[src/rtl/mem_arbiter_if.sv]
// Bus bundle between the two memory requesters (CPU, loader), the arbiter and the memory array.
// slave = arbiter view, master = requester/memory view.
interface mem_arbiter_if #(
  parameter int unsigned ADDR_WIDTH = 16,
  parameter int unsigned DATA_WIDTH = 16
);
  logic                  i_CPU_Req;
  logic                  i_CPU_WE;
  logic [ADDR_WIDTH-1:0] i_CPU_Addr;
  logic [DATA_WIDTH-1:0] i_CPU_Data;
  logic [DATA_WIDTH-1:0] o_CPU_Data;
  logic                  o_CPU_Ready;
  logic                  i_LD_Req;
  logic                  i_LD_WE;
  logic [ADDR_WIDTH-1:0] i_LD_Addr;
  logic [DATA_WIDTH-1:0] i_LD_Data;
  logic [DATA_WIDTH-1:0] o_LD_Data;
  logic                  o_LD_Ready;
  logic [ADDR_WIDTH-1:0] o_Mem_Addr;
  logic                  o_Mem_WE;
  logic [DATA_WIDTH-1:0] o_Mem_Data;
  logic [DATA_WIDTH-1:0] i_Mem_Data;
  logic                  o_Busy;

  modport slave (
    input  i_CPU_Req, i_CPU_WE, i_CPU_Addr, i_CPU_Data,
    output o_CPU_Data, o_CPU_Ready,
    input  i_LD_Req, i_LD_WE, i_LD_Addr, i_LD_Data,
    output o_LD_Data, o_LD_Ready,
    output o_Mem_Addr, o_Mem_WE, o_Mem_Data,
    input  i_Mem_Data,
    output o_Busy
  );

  modport master (
    output i_CPU_Req, i_CPU_WE, i_CPU_Addr, i_CPU_Data,
    input  o_CPU_Data, o_CPU_Ready,
    output i_LD_Req, i_LD_WE, i_LD_Addr, i_LD_Data,
    input  o_LD_Data, o_LD_Ready,
    input  o_Mem_Addr, o_Mem_WE, o_Mem_Data,
    output i_Mem_Data,
    input  o_Busy
  );
endinterface

[src/rtl/mem_arbiter.sv]
// LC-3 main-memory arbiter: wait-state FSM sharing one memory between the CPU and loader ports.
// Define MEM_ARB_RR_EN for round-robin arbitration; default is fixed CPU priority.
module mem_arbiter #(
  parameter int unsigned WAIT_STATES = 2,
  parameter int unsigned ADDR_WIDTH  = 16,
  parameter int unsigned DATA_WIDTH  = 16
) (
  input logic          i_CLK,
  input logic          i_Reset,
  mem_arbiter_if.slave bus
);

  typedef enum logic [1:0] {
    IDLE,
    ACCESS,
    DONE
  } state_t;

  localparam logic [3:0] CNT_INIT = 4'(WAIT_STATES);

  state_t     state;
  logic [3:0] cnt;
  logic       we_lat;
  logic       grant_ld;
  logic       pick_ld;

`ifdef MEM_ARB_RR_EN
  logic last_ld;

  // Tie goes to whichever port was not granted last; a lone request always wins.
  always_comb begin
    pick_ld = bus.i_LD_Req && (!bus.i_CPU_Req || !last_ld);
  end
`else
  always_comb begin
    pick_ld = bus.i_LD_Req && !bus.i_CPU_Req;
  end
`endif

  always_ff @(posedge i_CLK) begin
    if (i_Reset) begin
      state           <= IDLE;
      cnt             <= '0;
      we_lat          <= 1'b0;
      grant_ld        <= 1'b0;
      bus.o_CPU_Data  <= '0;
      bus.o_CPU_Ready <= 1'b0;
      bus.o_LD_Data   <= '0;
      bus.o_LD_Ready  <= 1'b0;
      bus.o_Mem_Addr  <= '0;
      bus.o_Mem_WE    <= 1'b0;
      bus.o_Mem_Data  <= '0;
      bus.o_Busy      <= 1'b0;
`ifdef MEM_ARB_RR_EN
      last_ld         <= 1'b1;
`endif
    end else begin
      case (state)
        IDLE: begin
          if (bus.i_CPU_Req || bus.i_LD_Req) begin
            grant_ld       <= pick_ld;
            we_lat         <= pick_ld ? bus.i_LD_WE   : bus.i_CPU_WE;
            bus.o_Mem_Addr <= pick_ld ? bus.i_LD_Addr : bus.i_CPU_Addr;
            bus.o_Mem_Data <= pick_ld ? bus.i_LD_Data : bus.i_CPU_Data;
            cnt            <= CNT_INIT;
            bus.o_Busy     <= 1'b1;
            state          <= ACCESS;
`ifdef MEM_ARB_RR_EN
            last_ld        <= pick_ld;
`endif
          end
        end

        ACCESS: begin
          // Strobe is registered one cycle early so it is high exactly in the count==0 cycle.
          if (cnt == 4'd1) begin
            bus.o_Mem_WE <= we_lat;
          end
          if (cnt == 4'd0) begin
            bus.o_Mem_WE <= 1'b0;
            if (!we_lat) begin
              if (grant_ld) bus.o_LD_Data  <= bus.i_Mem_Data;
              else          bus.o_CPU_Data <= bus.i_Mem_Data;
            end
            bus.o_LD_Ready  <= grant_ld;
            bus.o_CPU_Ready <= !grant_ld;
            state           <= DONE;
          end else begin
            cnt <= cnt - 4'd1;
          end
        end

        DONE: begin
          bus.o_CPU_Ready <= 1'b0;
          bus.o_LD_Ready  <= 1'b0;
          bus.o_Busy      <= 1'b0;
          state           <= IDLE;
        end

        default: begin
          state <= IDLE;
        end
      endcase
    end
  end

endmodule

[src/flat_wrapper.sv]
// flat-port wrapper written by rule: the top's interface ports become plain ports
module mem_arbiter_flat 
#(
  parameter int unsigned WAIT_STATES = 2,
  parameter int unsigned ADDR_WIDTH  = 16,
  parameter int unsigned DATA_WIDTH  = 16
)
  (i_CLK, i_Reset, bus_i_CPU_Req, bus_i_CPU_WE, bus_i_CPU_Addr, bus_i_CPU_Data, bus_o_CPU_Data, bus_o_CPU_Ready, bus_i_LD_Req, bus_i_LD_WE, bus_i_LD_Addr, bus_i_LD_Data, bus_o_LD_Data, bus_o_LD_Ready, bus_o_Mem_Addr, bus_o_Mem_WE, bus_o_Mem_Data, bus_i_Mem_Data, bus_o_Busy);
  mem_arbiter_if #(.ADDR_WIDTH(ADDR_WIDTH), .DATA_WIDTH(DATA_WIDTH)) bus_i ();
  input logic i_CLK;
  input logic i_Reset;
  input wire logic [$bits(bus_i.i_CPU_Req)-1:0] bus_i_CPU_Req;
  input wire logic [$bits(bus_i.i_CPU_WE)-1:0] bus_i_CPU_WE;
  input wire logic [$bits(bus_i.i_CPU_Addr)-1:0] bus_i_CPU_Addr;
  input wire logic [$bits(bus_i.i_CPU_Data)-1:0] bus_i_CPU_Data;
  output wire logic [$bits(bus_i.o_CPU_Data)-1:0] bus_o_CPU_Data;
  output wire logic [$bits(bus_i.o_CPU_Ready)-1:0] bus_o_CPU_Ready;
  input wire logic [$bits(bus_i.i_LD_Req)-1:0] bus_i_LD_Req;
  input wire logic [$bits(bus_i.i_LD_WE)-1:0] bus_i_LD_WE;
  input wire logic [$bits(bus_i.i_LD_Addr)-1:0] bus_i_LD_Addr;
  input wire logic [$bits(bus_i.i_LD_Data)-1:0] bus_i_LD_Data;
  output wire logic [$bits(bus_i.o_LD_Data)-1:0] bus_o_LD_Data;
  output wire logic [$bits(bus_i.o_LD_Ready)-1:0] bus_o_LD_Ready;
  output wire logic [$bits(bus_i.o_Mem_Addr)-1:0] bus_o_Mem_Addr;
  output wire logic [$bits(bus_i.o_Mem_WE)-1:0] bus_o_Mem_WE;
  output wire logic [$bits(bus_i.o_Mem_Data)-1:0] bus_o_Mem_Data;
  input wire logic [$bits(bus_i.i_Mem_Data)-1:0] bus_i_Mem_Data;
  output wire logic [$bits(bus_i.o_Busy)-1:0] bus_o_Busy;
  assign bus_i.i_CPU_Req = bus_i_CPU_Req;
  assign bus_i.i_CPU_WE = bus_i_CPU_WE;
  assign bus_i.i_CPU_Addr = bus_i_CPU_Addr;
  assign bus_i.i_CPU_Data = bus_i_CPU_Data;
  assign bus_o_CPU_Data = bus_i.o_CPU_Data;
  assign bus_o_CPU_Ready = bus_i.o_CPU_Ready;
  assign bus_i.i_LD_Req = bus_i_LD_Req;
  assign bus_i.i_LD_WE = bus_i_LD_WE;
  assign bus_i.i_LD_Addr = bus_i_LD_Addr;
  assign bus_i.i_LD_Data = bus_i_LD_Data;
  assign bus_o_LD_Data = bus_i.o_LD_Data;
  assign bus_o_LD_Ready = bus_i.o_LD_Ready;
  assign bus_o_Mem_Addr = bus_i.o_Mem_Addr;
  assign bus_o_Mem_WE = bus_i.o_Mem_WE;
  assign bus_o_Mem_Data = bus_i.o_Mem_Data;
  assign bus_i.i_Mem_Data = bus_i_Mem_Data;
  assign bus_o_Busy = bus_i.o_Busy;
  mem_arbiter #(.WAIT_STATES(WAIT_STATES), .ADDR_WIDTH(ADDR_WIDTH), .DATA_WIDTH(DATA_WIDTH)) u_core (.i_CLK(i_CLK), .i_Reset(i_Reset), .bus(bus_i));
endmodule
[config.mk]
export PLATFORM = sky130hd
export DESIGN_NAME = mem_arbiter_flat
export DESIGN_NICKNAME = d
export VERILOG_FILES = /design/src/rtl/mem_arbiter_if.sv /design/src/rtl/mem_arbiter.sv /design/src/flat_wrapper.sv
export SDC_FILE = /design/constraint.sdc
export NUM_CORES = 1
export LEC_CHECK = 0
export ABC_CLOCK_PERIOD_IN_PS = 3870
export CELL_PAD_IN_SITES_DETAIL_PLACEMENT = 0
export CELL_PAD_IN_SITES_GLOBAL_PLACEMENT = 1
export CORE_UTILIZATION = 32
export DETAILED_ROUTE_END_ITERATION = 6
export PLACE_DENSITY_LB_ADDON = 0.1
export SKIP_LAST_GASP = 1
export SLEW_MARGIN = 10
export SYNTH_ARGS = -nofsm -noshare
export SYNTH_HDL_FRONTEND = slang
export SYNTH_SLANG_ARGS = --single-unit
[constraint.sdc]
create_clock -name i_CLK -period 3.87 [get_ports i_CLK]
set_input_delay 0.9675 -clock i_CLK [delete_from_list [all_inputs] [get_ports i_CLK]]
set_output_delay 0.9675 -clock i_CLK [all_outputs]
set_load 0.02 [all_outputs]
== Word level (Yosys, flattened, before mapping) ==
Index checks and enable logic that the tools add are counted.

* $add $sub $neg: 1
* Eq/ne operators: 6
* Multiplexer cells: 17
* Bitwise logic cells: 2
* Reductions and logical operators: 18

{| class="wikitable"
|+ Operators with widths
! operator !! count
|-
| 2-to-1 mux 16 bit || 2
|-
| AND reduction 2 bit || 5
|-
| 2-to-1 mux 4 bit || 2
|-
| one-hot mux 4 bit (2 select lines) || 1
|-
| AND reduction 4 bit || 2
|-
| nonzero test 2 bit || 4
|-
| 2-to-1 mux 1 bit || 6
|-
| one-hot mux 1 bit (2 select lines) || 3
|-
| equality test 4 x 1 -> 1 bit, second input constant || 1
|-
| logical NOT 4 bit || 1
|-
| 2-to-1 mux 2 bit || 2
|-
| inequality test 2 x 1 -> 1 bit, second input constant || 2
|-
| one-hot mux 2 bit (2 select lines) || 1
|-
| subtractor 4 x 1 -> 4 bit, second input constant || 1
|-
| AND reduction 3 bit || 1
|-
| equality test 2 x 1 -> 1 bit, second input constant || 1
|-
| equality test 2 bit, second input constant || 1
|-
| logical NOT 1 bit || 2
|-
| logical NOT 2 bit || 1
|-
| inequality test 2 bit, second input constant || 1
|-
| inverter 1 bit || 2
|-
| logical AND 1 bit || 1
|-
| logical OR 1 bit || 1
|}

* Bits in registers: 76
* Bits of input ports: 86
* Output and inout bits: 68
* Logic and storage cells: 56

== Longest topological paths before layout ==
* Depth after elaboration: 3
* Mapped depth: 7
* Mapped depth without buffers: 5

== Worst setup path after synthesis ==
No wires, ideal clock.

* Kind: input to register
* Start point: in bus_i_LD_Req
* End point: reg u_core.cnt[1]
* Library setup time: 134 ps
* Arrival time: 1790 ps
* Required time: 3736 ps
* Setup slack: 1946 ps
* Stages on the path: 5
* Buffers on the path: 2
* Cell sequence: o21ba_2 -> buf_2 -> buf_2 -> a221oi_1 -> a311oi_1

* Cells in the longest elaborated chain, start to end: 3

{| class="wikitable"
|+ RTL lines
! what !! RTL line !! RTL
|-
| start: declaration || flat_wrapper.sv:18 || <nowiki>input wire logic [$bits(bus_i.i_LD_Req)-1:0] bus_i_LD_Req;</nowiki>
|-
| logical OR 1 bit || mem_arbiter.sv:60 || <nowiki>if (bus.i_CPU_Req || bus.i_LD_Req) begin</nowiki>
|-
| inequality test 2 x 1 -> 1 bit (no line) || -- ||
|-
| AND reduction 3 bit (no line) || -- ||
|-
| end signal: assignment || mem_arbiter.sv:89 || <nowiki>cnt <= cnt - 4'd1;</nowiki>
|-
| end: declaration || mem_arbiter.sv:22 || <nowiki>logic [3:0] cnt;</nowiki>
|}

Every way passes these cells.
A chain may end at the register's enable or synchronous reset.

== Final worst setup path ==
* Start point: in bus_i_CPU_Req
* End point: reg u_core.bus.o_Mem_Data[5]

* Cells in the longest elaborated chain, start to end: 3
* Elaborated cells on any way between the ends: 5
* Classes of those cells: mux (1); reduce/logical (4)

{| class="wikitable"
|+ RTL lines
! what !! RTL line !! RTL
|-
| start: declaration || flat_wrapper.sv:12 || <nowiki>input wire logic [$bits(bus_i.i_CPU_Req)-1:0] bus_i_CPU_Req;</nowiki>
|-
| logical NOT 1 bit || mem_arbiter.sv:36 || <nowiki>pick_ld = bus.i_LD_Req && !bus.i_CPU_Req;</nowiki>
|-
| logical AND 1 bit || mem_arbiter.sv:36 ||
|-
| 2-to-1 mux 16 bit || mem_arbiter.sv:64 || <nowiki>bus.o_Mem_Data <= pick_ld ? bus.i_LD_Data : bus.i_CPU_Data;</nowiki>
|-
| end signal: assignment || mem_arbiter.sv:64 ||
|-
| end: declaration || mem_arbiter_if.sv:30 || <nowiki>output o_Mem_Addr, o_Mem_WE, o_Mem_Data,</nowiki>
|}

Parallel ways exist; a longest one is shown, timed or not.

==> metrics.csv <==
metric,value,unit
vias per cell,5.18,
worst relative slew slack,0.267,
Synth area leader,dfxtp_1,
Max Freq,391,MHz
Skew-Pair Late Insertion Delay,340,ps
Initial Utilization,0.334,
total global routing track utilization,0.176,
critical-path maximum fanout,18,
Synth top cells by count,"76 x dfxtp_1, 71 x a21oi_1, 36 x o21ai_0",
CP endpoint kind,flip-flop,
Final Critical Period,2560,ps
clock buffer depth,2,
Syn Nets,452,
Max Cap Viol,0,
n_diodes,0,
CTS Hold Buffers Added,0,
share of cells above drive strength 1,0.0503,
core area,9910,sq um
largest cells by area after synthesis,"dfxtp_1 46%, a21oi_1 11%, mux2i_1 10%, a311oi_1 9.0%, o21ai_0 5.4%",
final slew viol count,0,
Port Buffers,153,
# setup viols final,0,
Total Power,2.21,mW
DRC viols,0,
Ys Warns,0,
"Period Utilization, post-route",0.661,
Post-synth EDFFs,0,
initial antenna violation count,0,
CTS tree,built,
Synth Flop Type,dfxtp_1,
area growth from synthesis to layout,54.6,%
Startpoint Class,input port,
"count leader, synth",dfxtp_1,
Max IR drop VDD,0.185,mV
GP Congestion,0.707,
"Data required, critical path",4020,ps
post-cts sizing count,0,
Worst Tran Pin Value,1100,ps
skew final,12.6,ps
"flops & latches, synth",76,
top-area cell type share of the netlist area,0.460,
antenna-violating nets left,0,
final setup margin,1310,ps
status,"complete, no violations",
leakage power,1.88,nW
mapped cell area,3310,sq um
PD cells,432,nW/um^2
Hold WC Path Type,reg -> reg,
final hold vios,0,
WL final,9610,microns
total I/O pin count,154,
htree depth,3,
pin count of the biggest net entering global routing,70,
Setup WS pre-CTS,939,ps
GRT Residual Overflow,0,
DP Cell Count,614,
Cells after Synth,363,
root buffer cell,clkbuf_8,
Post-layout nets,581,
area of the die,10700,sq um
Syn Area/Cell,9.11,sq um
RSZ-0062 raised after global routing,false,
clk sink count,76,
first-pass GRT wire length,15500,microns
Post-CTS Setup Inserts,0,
drt first-iter violations,90,
"Seq/Total Area, Yosys",0.460,
Setup TNS,0,ps
dpl hpwl,6290,microns
Final Non-Filler Cells,630,
count of unique library cells instantiated by Yosys,34,
clk slew on worst S/H paths,90,ps
CTS buffer count,9,
chip width,104,microns
via count,3266,
number of core rows,36,
Setup CP Type,in -> reg,
Die H,104,microns
number of global-route vias before repair,3138,
wire per inst,15.2,microns
drt first pass iters,4,
CP Data Arrival Time,2710,ps
"Async S/R FF share, synth",0,
## kinds of logic (layout without fill, tap and decap cells)
logic type | after synthesis | after routing | share of synthesized area
buffers and inverters | 44 | 178 | 0.0537
DFF | 76 | 76 | 0.460
and+or+nand+nor | 58 | 58 | 0.103
adders and majority gates | 3 | 3 | 0.0114
AOI/OAI and AO/OA | 149 | 149 | 0.272
muxes | 33 | 33 | 0.0999
## worst max-delay path, stage by stage
cell	delay, ps
clkdlybuf4s50_1	500
nand2b_2	490
buf_4	410
mux2i_1	230
a311oi_1	110
## worst paths after layout
kind	from	to	slack [ps]	cells after the start
hold / removal	u_core.bus.o_CPU_Data[10]	u_core.bus.o_CPU_Data[10]	470	2
setup reg to reg	u_core.state[1]	u_core.bus.o_CPU_Ready	1730	3
hold reg to reg	u_core.bus.o_CPU_Data[10]	u_core.bus.o_CPU_Data[10]	470	2
setup / recovery	bus_i_CPU_Req	u_core.bus.o_Mem_Data[5]	1310	5
## sequential cells by signal, indices dropped and copies added (netlist names), 2 cells and up
| register | cells |
|---|---|
| u_core.bus.o_CPU_Data | 16 |
| u_core.bus.o_LD_Data | 16 |
| u_core.bus.o_Mem_Addr | 16 |
| u_core.bus.o_Mem_Data | 16 |
| u_core.cnt | 4 |
| u_core.state | 2 |
## per-stage QoR
| stage | cell area, sq um | hold WS [ps] | util |
|---|---|---|---|
| floorplan | 3310 | 495 | - |
| global placement | 4890 | 462 | 0.494 |
| detailed placement | 4890 | 466 | 0.494 |
| finish | 5110 | 473 | 0.516 |
| CTS | 5110 | 477 | 0.516 |
| global route | 5110 | 493 | 0.516 |
## cell usage in the layout (no fill, tap or decap), types with 2 or more instances in the layout
cell / Yosys / final
nand2b_1: 3 / 2
o211ai_1: 2 / 2
ha_1: 3 / 3
or3_1: 3 / 3
bufinv_16: 0 / 2
a21oi_1: 71 / 71
a311oi_1: 34 / 34
mux2i_1: 33 / 33
nor2_1: 5 / 5
o21ai_0: 36 / 36
inv_1: 4 / 4
clkbuf_1: 28 / 2
nor3b_1: 2 / 2
buf_4: 0 / 3
clkdlybuf4s50_1: 0 / 152
or4_1: 2 / 2
dfxtp_1: 76 / 76
clkbuf_8: 0 / 10
nand3_1: 33 / 33
## cell type report
type	count	area (sq um)
fill	990	4800
clock inverter	4	72.6
timing repair buffer	157	1570
tap	133	166
clock buffer	12	145
multi-input combinational	243	1620
inverter	5	18.8
sequential	76	1520
## where the power goes
group	internal (mW)	leakage [nW]	switching, mW
Sequential	0.857	0.623	0.0468
Clock	0.381	0.107	0.295
Combinational	0.295	1.15	0.332
## routing by layer
metal,global-route usage,share of wire,up-vias
met5,0,0,-
met4,0.0592,0.014,0
met3,0.0535,0.073,12
met2,0.297,0.46,112
met1,0.214,0.46,1504
li1,-,-,1638
Power figures use the tool's default switching activity.
